===== src/rtl/phy_tx_sched.sv =====
// Transmit scheduler for the PHY TX path: COM training, TLP/idle arbitration,
// and periodic SKP ordered-set insertion at packet boundaries.
module phy_tx_sched #(
  parameter int unsigned TRAIN_WORDS  = 8,
  parameter int unsigned SKP_INTERVAL = 16,
  parameter logic [7:0]  COM_SYM      = 8'hBC,
  parameter logic [7:0]  SKP_SYM      = 8'h1C,
  parameter logic [7:0]  IDL_SYM      = 8'h7C
) (
  input  logic        clk_f,
  input  logic        reset,
  input  logic        en,
  input  logic [31:0] tlp_data,
  input  logic        tlp_valid,
  input  logic        tlp_last,
  output logic        tlp_ready,
  output logic [31:0] data_out,
  output logic        valid_out,
  output logic        link_up,
  output logic        skp_sent,
  output logic        underrun_err
);

  localparam int unsigned TcW = (TRAIN_WORDS > 1) ? $clog2(TRAIN_WORDS) : 1;
  localparam int unsigned ScW = $clog2(SKP_INTERVAL);

  localparam logic [TcW-1:0] TrainLast = TcW'(TRAIN_WORDS - 1);
  localparam logic [ScW-1:0] SkpLast   = ScW'(SKP_INTERVAL - 1);

  localparam logic [31:0] ComWord = {4{COM_SYM}};
  localparam logic [31:0] IdlWord = {4{IDL_SYM}};
  localparam logic [31:0] SkpWord = {SKP_SYM, SKP_SYM, SKP_SYM, COM_SYM};

  typedef enum logic [2:0] {StOff, StTrain, StIdle, StData, StSkp} state_e;

  state_e         st_q, st_d;
  logic [TcW-1:0] train_q, train_d;
  logic [ScW-1:0] cnt_q, cnt_d;
  logic           pend_q, pend_d;
  logic           underrun_q, underrun_d;
  logic [31:0]    data_q, data_d;
  logic           valid_q, valid_d;
  logic           link_q, link_d;
  logic           sent_q, sent_d;
  logic           emit_cnt;

  always_comb begin
    case (st_q)
      StIdle:  tlp_ready = en & ~pend_q;
      StData:  tlp_ready = 1'b1;
      default: tlp_ready = 1'b0;
    endcase
  end

  always_comb begin
    st_d       = st_q;
    train_d    = train_q;
    cnt_d      = cnt_q;
    pend_d     = pend_q;
    underrun_d = underrun_q;
    data_d     = '0;
    valid_d    = 1'b0;
    sent_d     = 1'b0;
    emit_cnt   = 1'b0;

    case (st_q)
      StOff: begin
        if (en) begin
          st_d    = StTrain;
          train_d = '0;
        end
      end
      StTrain: begin
        if (!en) begin
          st_d = StOff;
        end else begin
          valid_d = 1'b1;
          data_d  = ComWord;
          if (train_q == TrainLast) st_d = StIdle;
          else                      train_d = train_q + 1'b1;
        end
      end
      StIdle: begin
        if (!en) begin
          st_d = StOff;
        end else if (pend_q) begin
          valid_d = 1'b1;
          data_d  = SkpWord;
          sent_d  = 1'b1;
          pend_d  = 1'b0;
          cnt_d   = '0;
          st_d    = StSkp;
        end else begin
          valid_d  = 1'b1;
          emit_cnt = 1'b1;
          if (tlp_valid) begin
            data_d = tlp_data;
            if (!tlp_last) st_d = StData;
          end else begin
            data_d = IdlWord;
          end
        end
      end
      StSkp: begin
        // Ready is held low here, so the only possible word is idle fill.
        if (!en) begin
          st_d = StOff;
        end else begin
          valid_d  = 1'b1;
          emit_cnt = 1'b1;
          data_d   = IdlWord;
          st_d     = StIdle;
        end
      end
      StData: begin
        valid_d  = 1'b1;
        emit_cnt = 1'b1;
        if (tlp_valid) begin
          data_d = tlp_data;
          if (tlp_last) st_d = StIdle;
        end else begin
          data_d     = IdlWord;
          underrun_d = 1'b1;
        end
      end
      default: st_d = StOff;
    endcase

    // Counter saturates at the threshold; the pending flag holds until a boundary.
    if (emit_cnt) begin
      if (cnt_q != SkpLast) cnt_d = cnt_q + 1'b1;
      if (cnt_q + 1'b1 == SkpLast) pend_d = 1'b1;
    end

    if (st_d == StOff) begin
      cnt_d  = '0;
      pend_d = 1'b0;
    end

    link_d = ((st_q == StIdle) || (st_q == StData) || (st_q == StSkp)) && (st_d != StOff);
  end

  always_ff @(posedge clk_f) begin
    if (reset) begin
      st_q       <= StOff;
      train_q    <= '0;
      cnt_q      <= '0;
      pend_q     <= 1'b0;
      underrun_q <= 1'b0;
      data_q     <= '0;
      valid_q    <= 1'b0;
      link_q     <= 1'b0;
      sent_q     <= 1'b0;
    end else begin
      st_q       <= st_d;
      train_q    <= train_d;
      cnt_q      <= cnt_d;
      pend_q     <= pend_d;
      underrun_q <= underrun_d;
      data_q     <= data_d;
      valid_q    <= valid_d;
      link_q     <= link_d;
      sent_q     <= sent_d;
    end
  end

  assign data_out     = data_q;
  assign valid_out    = valid_q;
  assign link_up      = link_q;
  assign skp_sent     = sent_q;
  assign underrun_err = underrun_q;

endmodule


===== config.mk =====
export PLATFORM = sky130hd
export DESIGN_NAME = phy_tx_sched
export DESIGN_NICKNAME = d
export VERILOG_FILES = /design/src/rtl/phy_tx_sched.sv
export SDC_FILE = /design/constraint.sdc
export NUM_CORES = 1
export LEC_CHECK = 0
export BUFFER_PORTS_ARGS = -buffer_cell sky130_fd_sc_hd__buf_2
export CORE_AREA = 4 4 73 75
export DETAILED_ROUTE_END_ITERATION = 6
export DIE_AREA = 0 0 77 79
export GPL_ROUTABILITY_DRIVEN = 0
export GPL_TIMING_DRIVEN = 0
export PLACE_DENSITY = 0.72
export SETUP_SLACK_MARGIN = 0.15
export SLEW_MARGIN = 20
export SYNTH_ARGS = -nofsm -noshare
export SYNTH_HDL_FRONTEND = slang
export SYNTH_SLANG_ARGS = --single-unit

===== constraint.sdc =====
create_clock -name clk_f -period 1.5 [get_ports clk_f]
set_input_delay 0.45 -clock clk_f [delete_from_list [all_inputs] [get_ports clk_f]]
set_output_delay 0.45 -clock clk_f [all_outputs]
set_load 0.05 [all_outputs]

==> impl_metrics.csv <==
group,metric,value,unit
outcome,outcome,"complete, but fails checks",
outcome,violations,"setup timing",
worst_setup_path,critPathKind,"flip-flop to output port",
worst_setup_path,cp-start-kind,"flip-flop",
clocking,clockBufferDepth,2,
route,dr.pass1.iters,4,
flow_run,cap_violations,0,
global_route,grt_pass1_vias,1792,
cells_and_area,syn_to_final_growth,56.9,%
logic_synthesis,ys_seq_elements,47,
worst_setup_path,crit_fanout,4,
timing,setup_viol,39,
floorplanning,rows,25,
placed_design,hpwl,3480,um
worst_hold_path,hp-class,"input pin to flip-flop",
logic_synthesis,synth.yosys.seq_area_share,0.483,
cells_and_area,fillCellCount,361,
clocking,cts.reportedPaths.clkPinSlew,0.09,ns
global_route,grt_max_degree,16,
cells_and_area,layout_common_cells,"43 x buf_2, 42 x dfxtp_1, 25 x clkbuf_4, 19 x buf_4",
floorplanning,die_y,79,um
route,drt_wl_total,5580,um
cells_and_area,final_common_cell,"buf_2",
global_route,gr-total-overflow,0,
placed_design,port_buffers,72,
floorplanning,ioPinCount,74,
worst_setup_path,worstPathArrival,1.40,ns
logic_synthesis,yosys.area.top_type,"dfxtp_1",
timing,drv_slew,0,
logic_synthesis,synth_cells,197,
clocking,clock_latency,0.30,ns
timing,maxSlewHeadroom,0.636,
clocking,cts.sinks,47,
floorplanning,core,4660,um^2
cells_and_area,finalInstanceArea,3060,um^2
placed_design,pre_cts_slack,-0.409,ns
power,p_int,0.00173,W
clocking,cts_made_buffers,5,
timing,finalCriticalPeriod,1.85,ns
route,ant_nets,0,
global_route,antenna_found_initial,0,
route,via_per_inst,5.34,
worst_setup_path,end_kind,"output port",
floorplanning,initial_core_util,0.418,
placed_design,placed_cell_area,2470,um^2
power,p_switching,0.000567,W
logic_synthesis,yosysWarnings,0,
global_route,grt_pass1_wl,8870,um
worst_setup_path,worstPathRequired,1.05,ns
power,cellPowerDensity,750,nW/um^2
cells_and_area,drive_gt1_frac,0.565,
floorplanning,die_area,6080,um^2
cells_and_area,fin_nets,339,
logic_synthesis,syn_nets,238,
logic_synthesis,yosysTopAreaCellShare,0.483,
clocking,tritoncts,"done",
power,p_leak,1.24,nW
route,routedWlPerCell,15.8,um
timing,rsz0062_at_grt,"yes",
timing,fin_worst_skew,0.00452,ns
cells_and_area,fin_util,0.656,
power,peakVddDrop,0.372,mV
timing,setup_tns,-7.57,ns
power,combPwrFrac,0.095,
clocking,htree_num_levels,2,
timing,fin_crit_sh,1.24,
power,seqPwrFrac,0.548,
timing,tightest_slew,0.542,ns
timing,fmax,0.539,GHz
route,vias,1884,
route,drc,0,
timing,finalWorstSetupSlack,-0.355,ns
logic_synthesis,yosys-top-cells-area,"dfxtp_1 48%, a21oi_1 5.9%, o21ai_0 4.9%",
route,first_iter_violations,106,
power,power.share.clock,0.357,
clocking,clock-root-buffer,"clkbuf_8",
cells_and_area,antennaDiodeCount,0,
logic_synthesis,synthDistinctLibCells,45,
floorplanning,die_w,77,um
worst_setup_path,reg2reg_slack,-0.28,ns
power,switching_share,0.247,
global_route,track_usage,0.182,
logic_synthesis,syn_area,1950,um^2
logic_synthesis,avgSynthCellArea,9.90,um^2
timing,hold_viol,0,
## synth_stat cells
library cell / number
a211oi_1: 2
a211oi_4: 1
a21bo_2: 1
a21o_1: 1
a21oi_1: 23
a221oi_1: 2
a221oi_2: 3
a31oi_1: 1
and2_1: 11
and3_1: 3
and3b_1: 1
and4bb_1: 1
and4bb_2: 1
buf_2: 3
buf_4: 2
buf_6: 2
clkbuf_1: 6
dfxtp_1: 47
ha_1: 4
inv_1: 3
inv_2: 1
mux2i_1: 4
nand2_1: 4
nand2b_1: 1
nand3_1: 5
nand3b_1: 3
nand4b_1: 1
nand4bb_1: 1
nor2_1: 12
nor2b_1: 1
nor3_1: 3
nor3_2: 2
nor3b_1: 1
nor3b_2: 1
nor3b_4: 1
nor4_2: 1
nor4_4: 1
o211ai_1: 4
o21a_1: 5
o21ai_0: 19
o21ai_2: 1
o221ai_1: 1
or2_1: 1
or3_1: 3
xor2_1: 2
## area by class of cell
cell class / count / area [um^2] / share of cell area
plain buffers: 13 / 150 / 0.0491
clock buffers: 6 / 82.6 / 0.0270
clock inverters: 2 / 16.3 / 0.00532
inverters: 4 / 15.0 / 0.00491
multi-input cells: 133 / 1130 / 0.371
flip-flops and latches: 47 / 952 / 0.311
well taps: 54 / 67.6 / 0.0221
repair buffers: 94 / 639 / 0.209
## power by group through the flow
stage	registers (W)	logic, W	clock network (W)
after floorplan	0.00131	0.0000678	0
after global placement	0.00129	0.000162	0
after detailed placement	0.00129	0.000164	0
after CTS	0.00126	0.000201	0.000828
after global routing	0.00126	0.000231	0.000907
final	0.00126	0.000217	0.000819
## flip-flops by register name, indices dropped and copies added (netlist names)
signal,flops
cnt_q,4
data_out,32
link_up,1
pend_q,1
skp_sent,1
st_q,3
train_q,3
underrun_err,1
valid_out,1
## cell families after synthesis
kind of cell,synth area share
buffers and inverters,0.0462
adder cells (fa/ha/maj),0.0257
AO/OA/AOI/OAI,0.214
XOR/XNOR,0.00899
AND/OR/NAND/NOR,0.202
flip-flops,0.483
multiplexers,0.0205
## repair_timing
action	CTS	global route
hold buffers	0	0
resized for setup	42	49
pin swaps	11	11
setup buffers	15	5
endpoints found under the setup margin	42	71
hold endpoints to repair	0	0
cloned	2	0
## per-stage QoR
stage / total power (W) / std cells / hold WS [ns]
after floorplan: 0.00138 / 197 / 0.492
after global placement: 0.00145 / 323 / 0.457
after detailed placement: 0.00145 / 323 / 0.460
after CTS: 0.00229 / 348 / 0.336
after global routing: 0.00240 / 353 / 0.332
final: 0.00229 / 353 / 0.340
## path summary, 6_finish.rpt
path | endpoint | cells after the start | from
worst min-delay path | data_out[16]$_SDFF_PP0_ | 2 | tlp_data[16]
worst max register to register | data_out[12]$_SDFF_PP0_ | 8 | st_q[0]$_SDFF_PP0_
worst min register to register | underrun_err$_SDFFE_PP0P_ | 2 | underrun_err$_SDFFE_PP0P_
worst max-delay path | tlp_ready | 5 | st_q[0]$_SDFF_PP0_
## routing by layer
metal	global-route usage	routed length (um)	up-vias
met4	0.0480	55	0
li1	-	-	914
met2	0.320	2800	69
met3	0.0488	393	6
met5	0	0	-
met1	0.221	2330	895
## worst max-delay path, stage by stage, from the launching register on
cell and delay (ns):
dfxtp_2 0.33, buf_6 0.11, nand4bb_4 0.21, o21ai_4 0.19, buf_6 0.13, buf_8 0.14
Note: power is estimated with default switching activity, not from simulation.
